`config.mk`:
```
export PLATFORM = sky130hd
export DESIGN_NAME = mul8_sequencer
export DESIGN_NICKNAME = d
export VERILOG_FILES = /design/src/rtl/mul8_sequencer.sv
export SDC_FILE = /design/constraint.sdc
export NUM_CORES = 1
export LEC_CHECK = 0
export ABC_AREA = 1
export BUFFER_PORTS_ARGS = -buffer_cell sky130_fd_sc_hd__buf_2
export CAP_MARGIN = 20
export CORE_UTILIZATION = 58
export DETAILED_ROUTE_END_ITERATION = 16
export PLACE_DENSITY = 0.86
export RECOVER_POWER = 50
export SLEW_MARGIN = 20
export SYNTH_ARGS = -nofsm -noshare
export SYNTH_HDL_FRONTEND = slang
export SYNTH_SLANG_ARGS = --single-unit
```
`constraint.sdc`:
```
create_clock -name clk -period 8.1 [get_ports clk]
set_clock_uncertainty 0.15 [all_clocks]
set_input_delay 0.81 -clock clk [delete_from_list [all_inputs] [get_ports clk]]
set_output_delay 0.81 -clock clk [all_outputs]
set_load 0.01 [all_outputs]
```
`src/rtl/mul8_sequencer.sv`:
```
// Two-port round-robin front end for the shared nibble multiplier.
// Builds a 16-bit product from four 4x4 partial products.
module mul8_sequencer #(
    parameter int UUID = 0,
    parameter     NAME = ""
) (
    input  logic        clk,
    input  logic        rst,
    input  logic        req0_valid,
    input  logic [7:0]  req0_a,
    input  logic [7:0]  req0_b,
    output logic        req0_ready,
    input  logic        req1_valid,
    input  logic [7:0]  req1_a,
    input  logic [7:0]  req1_b,
    output logic        req1_ready,
    output logic [7:0]  mul_in1,
    output logic [7:0]  mul_in2,
    input  logic [7:0]  mul_out,
    output logic        res_valid,
    output logic        res_id,
    output logic [15:0] res_product,
    input  logic        res_ready
);

    localparam int unsigned DW = 8;
    localparam int unsigned NW = 4;
    localparam int unsigned PW = 16;
    localparam int unsigned SW = 2;

    typedef enum logic [1:0] {
        ST_IDLE = 2'd0,
        ST_MUL  = 2'd1,
        ST_DONE = 2'd2
    } state_t;

    // Instance metadata carries no logic; referenced so it elaborates cleanly.
    if (UUID < 0 && $bits(NAME) == 0) begin : g_meta
    end

    state_t        state_q, state_d;
    logic [SW-1:0] step_q, step_d;
    logic [PW-1:0] acc_q, acc_d;
    logic [DW-1:0] a_q, a_d;
    logic [DW-1:0] b_q, b_d;
    logic          id_q, id_d;
    logic          last_q, last_d;
    logic          res_valid_d;
    logic          res_id_d;
    logic [PW-1:0] res_product_d;

    logic          grant_any;
    logic          grant_id;
    logic [NW-1:0] a_nib;
    logic [NW-1:0] b_nib;
    logic [3:0]    shamt;
    logic [PW-1:0] partial;
    logic [PW-1:0] sum;

    // Tie goes to the requester not served last.
    assign grant_any = req0_valid | req1_valid;
    assign grant_id  = (req0_valid & req1_valid) ? ~last_q : req1_valid;

    // Step order: lo*lo, lo*hi, hi*lo, hi*hi; shift 0, 4, 4, 8.
    assign a_nib   = step_q[1] ? a_q[7:4] : a_q[3:0];
    assign b_nib   = step_q[0] ? b_q[7:4] : b_q[3:0];
    assign shamt   = {step_q[1] & step_q[0], step_q[1] ^ step_q[0], 2'b00};
    assign partial = PW'(mul_out) << shamt;
    assign sum     = acc_q + partial;

    always_ff @(posedge clk) begin
        if (rst) begin
            state_q     <= ST_IDLE;
            step_q      <= '0;
            acc_q       <= '0;
            a_q         <= '0;
            b_q         <= '0;
            id_q        <= 1'b0;
            last_q      <= 1'b1;
            res_valid   <= 1'b0;
            res_id      <= 1'b0;
            res_product <= '0;
        end else begin
            state_q     <= state_d;
            step_q      <= step_d;
            acc_q       <= acc_d;
            a_q         <= a_d;
            b_q         <= b_d;
            id_q        <= id_d;
            last_q      <= last_d;
            res_valid   <= res_valid_d;
            res_id      <= res_id_d;
            res_product <= res_product_d;
        end
    end

    always_comb begin
        state_d       = state_q;
        step_d        = step_q;
        acc_d         = acc_q;
        a_d           = a_q;
        b_d           = b_q;
        id_d          = id_q;
        last_d        = last_q;
        res_valid_d   = res_valid;
        res_id_d      = res_id;
        res_product_d = res_product;
        req0_ready    = 1'b0;
        req1_ready    = 1'b0;
        mul_in1       = '0;
        mul_in2       = '0;

        case (state_q)
            ST_IDLE: begin
                req0_ready = ~rst & grant_any & ~grant_id;
                req1_ready = ~rst & grant_any & grant_id;
                if (grant_any) begin
                    a_d     = grant_id ? req1_a : req0_a;
                    b_d     = grant_id ? req1_b : req0_b;
                    id_d    = grant_id;
                    last_d  = grant_id;
                    acc_d   = '0;
                    step_d  = '0;
                    state_d = ST_MUL;
                end
            end
            ST_MUL: begin
                if (!rst) begin
                    mul_in1 = {4'h0, a_nib};
                    mul_in2 = {4'h0, b_nib};
                end
                acc_d  = sum;
                step_d = SW'(step_q + SW'(1));
                if (step_q == SW'(3)) begin
                    res_product_d = sum;
                    res_valid_d   = 1'b1;
                    res_id_d      = id_q;
                    state_d       = ST_DONE;
                end
            end
            ST_DONE: begin
                if (res_ready) begin
                    res_valid_d = 1'b0;
                    state_d     = ST_IDLE;
                end
            end
            default: begin
                state_d = ST_IDLE;
            end
        endcase
    end

endmodule

```
==> summary.md, run 1 <==
| Metric | Value |
|---|---|
| Flops & latches, synth | 56 |
| Setup violations, final | 0 |
| Switching part of the total | 35.1% |
| PwrDens | 165 nW/um^2 |
| XOR/XNOR Fraction of Synth Area | 1.49% |
| Drt pass-1 iters | 5 |
| Final HPWL DP | 6940 um |
| Cts repair resizes | 0 |
| CP startpoint kind | input port |
| Clock latency on the worst-skew pair | about 0.32 ns |
| Setup Total Neg Slack | 0 ns |
| Final Cycle Share | approximately two thirds |
| Buffers on Ports | 72 |
| Hold buffers post-CTS | 0 |
| Switch Pwr | 0.225 mW |
| Avg Synthesized Cell Area | 6.66 um^2 |
| Synth Area in Adders | 6.25% |
| CP arrival | 5.36 ns |
| Clock share of power | 26.4% |
| RSZ-0062 raised after global routing | false |
| Final nets | approximately 660 |
| Seq/Total Area, Yosys | 31.8% |
| Post-Syn Instances | 529 |
| Clock sinks | 56 |
| Vias | approximately 3,600 |
| Pin count of the biggest net entering global routing | 31 |
| Final number of hold-violating endpoints | 0 |
| Combinational fraction of design power | 26.8% |
| Syn. warnings | 0 |
| Antenna viol nets, final | 0 |
| DRT iter0 DRCs | 174 |
| Max Freq | 191 MHz |
| Congestion Overflow GR | 0 |
| Vias per std cell | 5.39 |
| Setup bufs post-CTS | 0 |
| Synth Area in Simple Gates | about 30% |
| Compound-Gate Fraction of Synth Area | 18.4% |
| First-pass GRT wire length | about 14,000 um |
| # diodes | 0 |
| Rows | 28 |
| CP Capture Type | flip-flop |
| R2R Setup Slk | 3.85 ns |
| Ports | between 80 and 90 |
| EDFF count, synth | 0 |
| P&R area growth vs syn | 10.6% |
| Height of the die | ~80 um |
| Max-Cap Viols | 2 |
| Seq pwr share | 46.8% |
| Slew Viols, Final | 50 |
| Leakage | 2.03 nW |
| CTS tree | yes |
| GRT Total Usage | around 29% |
| Required @ worst endpoint | 8.21 ns |
| Cell-internal power | 0.417 mW |
| Routability congestion estimate from global placement | 0.904 |
| Mux cell area share after synthesis | 0.639% |
| Vias in the first global route | 3,031 |
| Post-synth cell types | 39 |
| Root Driver | clkbuf_8 |
| Tmin final | between 5 and 6 ns |
| Clock H-tree levels | 2 |
| CP Class | in2reg |
| Core Area | 5890 um^2 |
| Largest family of logic cells by synthesized area | simple AND/OR/NAND/NOR gates |
| Storage element area | 1120 um^2 |
| Hold Path Class | reg2reg |
| Non-Filler Instances | 669 |
| Post-route DRC | 0 |
| Worst-path maximum fanout | 21 |
| Async SR Flop Fraction | 0% |
| VDD IR max | 0.0000958 V |
| Synthesized cell area | 3520 um^2 |
| DIE AREA | roughly 6400 um^2 |
| Worst slew pin tran | 2.34 ns |
| Slew margin rel. | -57.3% |
| Placed cells | 661 |
| CTS buffer count | 5 |
| Status | finished, violations left |
| Area of the multi-input gates | 1980 um^2 |
| Failing checks | max-capacitance violations, max-slew violations |
| Initial Util | 59.9% |
| Total wire length after detailed routing | 8970 um |
| Wirelength per Cell | about 13 um |
| Clk pin slew, worst setup/hold paths | ~0.1 ns |
| Share of cells above drive strength 1 | between 10% and 20% |
| Die Width | 79.9 um |
| Synth Flop Type | dfxtp_1 |
| Fill cells | 564 |
| Initial antenna violation count | 0 |
| Clock buffer depth | 2 |
==> critical path, cell delays in order <==
cell	delay (ns)
clkbuf_1	0.09
o21ai_0	1.76
clkinvlp_2	1.34
nor2_1	0.80
nand2_2	0.23
inv_4	0.19
a22o_1	0.14
==> layout make-up <==
class	instances	share of cell area [%]
multi-input combinational	388	50.8
tap	75	2.41
sequential	56	28.8
clock buffer	5	1.77
inverter	70	6.90
clock inverter	3	0.738
timing repair buffer	72	8.64
==> cell families (layout without fill, tap and decap cells) <==
group,Yosys count,in the layout
AOI/OAI and AO/OA,110,110
xor gates and xnor gates,6,6
adders and majority gates,17,17
buffers and inverters,92,150
DFF,56,56
muxes,1,1
other,1,8
and+or+nand+nor,246,246
==> sequential cells by signal, indices dropped and copies added (netlist names) <==
signal and cells:
res_id 1, b_q 8, res_product 16, a_q 8
state_q 2, last_q 1, id_q 1, step_q 2
res_valid 1, acc_q 16
==> metal layers <==
layer,wire length (um),vias to the layer above,GRT usage [%]
met1,3970,1631,38.0
met4,159,0,8.04
met5,0,-,0
li1,-,1788,-
met2,4240,164,47.2
met3,611,21,5.03
==> power by group through the flow <==
stage	logic (mW)	clock network, mW	registers (mW)
6_report	0.172	0.170	0.301
5_1_grt	0.191	0.183	0.302
4_1_cts	0.172	0.170	0.301
3_5_place_dp	0.171	0	0.307
3_3_place_gp	0.167	0	0.306
2_1_floorplan	0.128	0	0.305
==> cells in the mapped netlist, drive strengths merged (3+ instances only) <==
| cell type | number | area [um^2] |
|---|---|---|
| dfxtp | 56 | 1120 |
| nand3b | 5 | 37.5 |
| nand3 | 21 | 105 |
| inv | 70 | 270 |
| o21ai | 35 | 179 |
| ha | 16 | 200 |
| nand2 | 181 | 687 |
| o21bai | 20 | 150 |
| a21oi | 42 | 214 |
| o21a | 7 | 52.6 |
| buf | 20 | 144 |
| xor2 | 5 | 43.8 |
| nor3 | 3 | 15.0 |
| nor2 | 34 | 178 |
==> layout by cell type (no fill, tap or decap), types with 2 or more instances in the layout <==
master	instances
nand2_1	178
nor3_1	3
inv_6	2
dfxtp_1	56
a21oi_1	41
nand3b_1	5
nand2_2	3
inv_2	4
o21a_1	7
xor2_1	5
nand3_1	21
nor2_1	31
buf_2	53
inv_4	2
clkbuf_1	19
a22o_1	2
o21bai_1	20
conb_1	8
clkbuf_8	5
inv_1	63
o21ai_0	35
ha_1	16
==> final timing paths <==
check,startpoint,end,depth (start not counted)
worst min register to register,b_q[0],b_q[0],2
worst max-delay path,req1_valid,acc_q[1],7
worst max register to register,state_q[1],acc_q[1],7
worst min-delay path,b_q[0],b_q[0],2
==> through the flow <==
step | setup slack [ns] | instance area, um^2 | hold WS, ns | total power, mW | utilization [%]
after global placement | 5.08 | 3850 | 0.296 | 0.474 | 65.5
after global routing | 2.39 | 3900 | 0.336 | 0.676 | 66.2
after detailed placement | 5.04 | 3850 | 0.301 | 0.477 | 65.5
after floorplan | 5.55 | 3550 | 0.279 | 0.432 | -
after CTS | 5.03 | 3950 | 0.319 | 0.643 | 67.1
final | 2.86 | 3900 | 0.321 | 0.643 | 66.2
Note: power is estimated with default switching activity, not from simulation.
==> inputs of run 2 (changes only) <==
CORE_UTILIZATION = 54   (was 58)
PLACE_DENSITY = 0.81   (was 0.86)
clock period = 5.5 ns   (was 8.1 ns; I/O delays follow)
==> run 2 against run 1 <==
Compared with the run above:
- the run still ends with max-capacitance violations, max-slew violations left
- critical path depth up 1
- sequential power is 48% higher
- clock-buffer cell count did not move
- utilization fell by 4.5 points
- combinational power up 45%
- register-to-register slack lost 1.7 ns
- non-clock buffer count unchanged
==> summary.md, run 2 (synthesized netlist as in run 1, its figures left out) <==
| Metric | Value |
|---|---|
| Status | finished, violations left |
| Failing checks | max-capacitance violations, max-slew violations |
| Height of the die | 82.8 um (+3.5%) |
| VDD IR max | 0.000156 V (+63%) |
| Max-Cap Viols | 2 (unchanged) |
| Antenna viol nets, final | 0 (unchanged) |
| Worst slew pin tran | 2.32 ns (-0.0196 ns) |
| Core Area | 6310 um^2 (+7.3%) |
| Fill cells | 641 (+14%) |
| First-pass GRT wire length | 13,800 um (-1.8%) |
| Switch Pwr | 0.325 mW (+44%) |
| Setup violations, final | 0 (unchanged) |
| Root Driver | clkbuf_8 |
| Worst-path maximum fanout | 21 (unchanged) |
| Clock buffer depth | 2 (unchanged) |
| R2R Setup Slk | 2.16 ns (-1.69 ns) |
| Clk pin slew, worst setup/hold paths | 0.11 ns (about the same) |
| # diodes | 0 (unchanged) |
| Max Freq | about 270 MHz |
| Setup bufs post-CTS | 0 (unchanged) |
| Final nets | 655 (unchanged) |
| Slowest CP cell | o21ai_0 |
| Final number of hold-violating endpoints | 0 (unchanged) |
| Clock H-tree levels | 2 (unchanged) |
| Clock sinks | 56 (unchanged) |
| Required @ worst endpoint | 5.60 ns (-2.61 ns) |
| Buffers on Ports | 72 (unchanged) |
| Die Width | 82.8 um (+3.5%) |
| DRT iter0 DRCs | 235 (+35%) |
| Routability congestion estimate from global placement | 0.948 (+4.8%) |
| Rows | 29 (+3.6%) |
| Dpl cell area | 3850 um^2 (about the same) |
| Final WS setup | 1.75 ns (-1.10 ns) |
| Slew Viols, Final | 50 (unchanged) |
| Final Cycle Share | between 60% and 70% |
| Initial Util | 55.8% (-4.1 points) |
| Non-Filler Instances | 671 (+0.30%) |
| Wirelength per Cell | 13.3 um (-1.1%) |
| Combinational fraction of design power | 26.7% (about the same) |
| Tmin final | around 3.7 ns |
| Final HPWL DP | 6870 um (-0.88%) |
| Ports | 81 (unchanged) |
| Switching part of the total | 34.7% (-0.38 points) |
| Total wire length after detailed routing | 8900 um (-0.78%) |
| Worst path top cell family by delay | compound AO/OA/AOI/OAI gates |
| CP Capture Type | flip-flop |
| Final instance area | 3890 um^2 (about the same) |
| Biggest regs | acc_q (16), res_product (16) |
| Congestion Overflow GR | 0 (unchanged) |
| P&R area growth vs syn | 10.5% (about the same) |
| Commonest non-fill, non-tap cell in the layout | nand2_1 |
| CP arrival | 3.84 ns (-1.52 ns) |
| GRT Total Usage | 27.2% (-1.3 points) |
| Cts repair resizes | 0 (unchanged) |
| Seq pwr share | 47.4% (+0.6 points) |
| Final core occ | 61.7% (-4.5 points) |
| Clock latency on the worst-skew pair | 0.32 ns (about the same) |
| RSZ-0062 raised after global routing | false |
| Pin count of the biggest net entering global routing | 31 (unchanged) |
| Hold buffers post-CTS | 0 (unchanged) |
| CTS tree | yes |
| Placed cells | 663 (+0.30%) |
| CP startpoint kind | input port |
| Initial antenna violation count | 0 (unchanged) |
| Vias in the first global route | 3,000 (-1.0%) |
| Buf/Inv on CP | 3 (unchanged) |
| Leakage | 2.03 nW (about the same) |
| Post-route DRC | 0 (unchanged) |
| Crit-path cells | clkbuf_1, o21ai_0, inv_4, nor2_1, nand2_1, inv_4, nand2_1, o21ai_0 |
| Vias | 3,513 (-2.5%) |
| Clock share of power | 25.9% (-0.5 points) |
| Largest stage delay, worst path | 1.74 ns (-0.02 ns) |
| Setup Total Neg Slack | 0 ns (unchanged) |
| CTS buffer count | 5 (unchanged) |
| Drt pass-1 iters | 5 (unchanged) |
| DIE AREA | 6850 um^2 (+7.2%) |
| Slew margin rel. | -56.0% (+1.3 points) |
| CP Class | in2reg |
| Vias per std cell | 5.24 (-2.8%) |
| Hold Path Class | reg2reg |
| Placement Setup Slack | 2.56 ns (-2.48 ns) |
| PwrDens | 240 nW/um^2 (+46%) |
| Share of cells above drive strength 1 | 13.0% (-0.17 points) |
| Cell-internal power | 0.611 mW (+46%) |
| Most frequent cells in the layout | 179 x nand2_1, 63 x inv_1, 56 x dfxtp_1 |
run 2: power by group through the flow:
| stage | clock (mW) | sequential, mW | combinational, mW |
|---|---|---|---|
| 6_report | 0.243 | 0.444 | 0.249 |
| 5_1_grt | 0.263 | 0.447 | 0.283 |
| 4_1_cts | 0.247 | 0.443 | 0.251 |
| 3_5_place_dp | 0 | 0.453 | 0.249 |
| 3_3_place_gp | 0 | 0.452 | 0.245 |
| 2_1_floorplan | 0 | 0.448 | 0.188 |
run 2: worst reg2reg max path, stage by stage (launching register included):
cell and delay (ns):
dfxtp_1 0.47, ha_1 0.34, inv_1 0.20, nor2_1 1.28
inv_1 0.49, o21bai_1 0.27, inv_1 0.05
run 2: through the flow:
stage	hold WS, ns	power (mW)
2_1_floorplan	0.279	0.637
4_1_cts	0.321	0.941
5_1_grt	0.343	0.993
3_5_place_dp	0.302	0.702
6_report	0.320	0.936
3_3_place_gp	0.289	0.697
run 2: worst paths after layout:
path	startpoint	end	depth (start not counted)
setup / recovery	req1_valid	acc_q[5]	8
hold / removal	res_valid	res_valid	2
setup reg to reg	step_q[1]	res_product[3]	6
hold reg to reg	res_valid	res_valid	2
run 2: final cells by class:
class / count / area [um^2] / area share [%]
inverters: 70 / 270 / 6.94
multi-input cells: 388 / 1980 / 50.8
well taps: 77 / 96.3 / 2.47
flip-flops and latches: 56 / 1120 / 28.8
clock buffers: 5 / 68.8 / 1.77
repair buffers: 72 / 337 / 8.64
clock inverters: 3 / 25.0 / 0.642
run 2: metal layers:
metal / vias to the layer above / wire length, um / GRT usage, %
li1: 1788 / - / -
met1: 1599 / 4070 / 36.5
met2: 118 / 4140 / 44.9
met5: - / 0 / 0
met4: 0 / 113 / 7.07
met3: 8 / 582 / 4.81
==> inputs of run 3 (changes only) <==
clock period = 3.9 ns   (was 5.5 ns; I/O delays follow)
==> run 3 against run 2 <==
Compared with the run above:
- the run still ends with max-capacitance violations, max-slew violations left
- sequential power rose by 41%
- sequential share of layout area shrank 0.065 points
- clock power increased by 39%
- via count shrank 1.1%
- largest cell class unchanged
==> summary.md, run 3 (synthesized netlist as in run 1, its figures left out) <==
| Metric | Value |
|---|---|
| Status | finished, violations left |
| Failing checks | max-capacitance violations, max-slew violations |
| Slew margin rel. | -16.2% (+40 points) |
| Hold buffers post-CTS | 0 (unchanged) |
| Commonest non-fill, non-tap cell in the layout | nand2_1 |
| Height of the die | 82.8 um (unchanged) |
| Max Freq | approximately 320 MHz |
| RSZ-0062 raised after global routing | false |
| Setup violations, final | 0 (unchanged) |
| Final nets | 656 (+0.15%) |
| Biggest regs | acc_q (16), res_product (16) |
| # diodes | 0 (unchanged) |
| Die Width | 82.8 um (unchanged) |
| Final Cycle Share | 81.2% |
| Initial antenna violation count | 0 (unchanged) |
| DRT iter0 DRCs | 233 (-0.85%) |
| Fill cells | 624 (-2.7%) |
| CP arrival | 3.24 ns (-0.60 ns) |
| Vias in the first global route | 2,879 (-4.0%) |
| Share of cells above drive strength 1 | 13.3% (+0.31 points) |
| Final HPWL DP | 6690 um (-2.7%) |
| CP Class | reg2reg |
| Setup bufs post-CTS | 0 (unchanged) |
| Wirelength per Cell | 13.0 um (-2.0%) |
| Slew Viols, Final | 28 (-44%) |
| Cts repair resizes | 0 (unchanged) |
| DIE AREA | 6850 um^2 (unchanged) |
| Clock latency on the worst-skew pair | 0.32 ns (about the same) |
| Setup Total Neg Slack | 0 ns (unchanged) |
| Final number of hold-violating endpoints | 0 (unchanged) |
| R2R Setup Slk | 0.73 ns (-1.43 ns) |
| Core Area | 6310 um^2 (unchanged) |
| Clock sinks | 56 (unchanged) |
| Area of the multi-input gates | 1980 um^2 (+0.19%) |
| Clock H-tree levels | 2 (unchanged) |
| Required @ worst endpoint | 3.98 ns (-1.62 ns) |
| Hold Path Class | in2reg |
| Total wire length after detailed routing | 8740 um (-1.8%) |
| Post-route DRC | 0 (unchanged) |
| GRT Total Usage | 26.2% (-1.0 points) |
| P&R area growth vs syn | 10.8% |
| Final core occ | 61.8% (+0.14 points) |
| Vias per std cell | 5.17 (-1.2%) |
| Worst hold start | res_ready |
| Worst r2r dst | res_product[3] |
| First-pass GRT wire length | 13,300 um (-3.7%) |
| Reg2Reg Depth | 6 (unchanged) |
| Buffers on Ports | 72 (unchanged) |
| Pin count of the biggest net entering global routing | 31 (unchanged) |
| Tmin final | 3.17 ns |
| Most frequent cells in the layout | 179 x nand2_1, 63 x inv_1, 56 x dfxtp_1 |
| CP startpoint kind | flip-flop |
| Rows | 29 (unchanged) |
| Origin of the critical flop-to-flop path | step_q[1] |
| Ports | 81 (unchanged) |
| CTS tree | yes |
| CP Capture Type | flip-flop |
| Root Driver | clkbuf_8 |
| Clk pin slew, worst setup/hold paths | 0.11 ns (about the same) |
| Storage element area | 1120 um^2 (unchanged) |
| Initial Util | 55.8% (unchanged) |
| Hold Crit Depth | 3 (+1) |
| Antenna viol nets, final | 0 (unchanged) |
| Hold EP | state_q[1] |
| CTS buffer count | 5 (unchanged) |
| Congestion Overflow GR | 0 (unchanged) |
| Leakage | 2.04 nW (+0.36%) |
| VDD IR max | 0.000239 V (+53%) |
| Worst-path maximum fanout | 27 (+29%) |
| Worst slew pin tran | 1.74 ns (-0.579 ns) |
| PwrDens | 336 nW/um^2 (+40%) |
| Max-Cap Viols | 1 (-1) |
| Vias | 3,475 (-1.1%) |
| Routability congestion estimate from global placement | 0.950 (+0.16%) |
| Clock buffer depth | 2 (unchanged) |
| Drt pass-1 iters | 7 (+2) |
-- run 3: cell types whose count changed in the layout (fill, tap and decap cells not counted), sizes merged --
cell / before / now
buf: 53 / 54
-- run 3: per-stage QoR --
stage	hold WS, ns	instances	worst slack [ns]	cell area, um^2	total power, mW
floorplan	0.279	536	1.35	3550	0.898
global placement	0.290	664	1.08	3860	0.985
global route	0.183	672	0.421	3900	1.40
finish	0.192	672	0.734	3900	1.31
detailed placement	0.299	664	0.997	3860	0.988
CTS	0.179	672	0.990	3960	1.33
-- run 3: cell type report --
| class | count | area share (%) |
|---|---|---|
| clock buffer | 5 | 1.76 |
| clock inverter | 3 | 0.641 |
| inverter | 70 | 6.92 |
| multi-input combinational | 388 | 50.7 |
| sequential | 56 | 28.7 |
| tap | 77 | 2.47 |
| timing repair buffer | 73 | 8.75 |
-- run 3: power breakdown --
part / internal (mW) / total, mW / switching (mW)
registers: 0.604 / 0.625 / 0.0206
logic: 0.126 / 0.350 / 0.224
clock network: 0.131 / 0.337 / 0.206
-- run 3: worst max-delay path by stage --
stage          startpoint              end  cells past startpoint
2_1_floorplan   step_q[1]  res_product[12]                     17
3_3_place_gp    step_q[1]  res_product[12]                     16
3_5_place_dp    step_q[1]  res_product[12]                     16
4_1_cts         step_q[1]  res_product[12]                     16
5_1_grt         step_q[1]   res_product[3]                      6
6_report        step_q[1]   res_product[3]                      6
-- run 3: worst max-delay path, stage by stage, from the launching register on --
cell and delay [ns]:
dfxtp_1 0.45, ha_1 0.36, inv_1 0.21, nor2_1 1.33, inv_2 0.28, o21bai_1 0.23
inv_1 0.06
-- run 3: layer usage --
metal / wire [um] / up-vias / GRT usage, %
met5: 0 / - / 0
met4: 125 / 0 / 6.55
met3: 600 / 13 / 3.72
met2: 3970 / 123 / 42.6
met1: 4040 / 1545 / 36.4
li1: - / 1794 / -
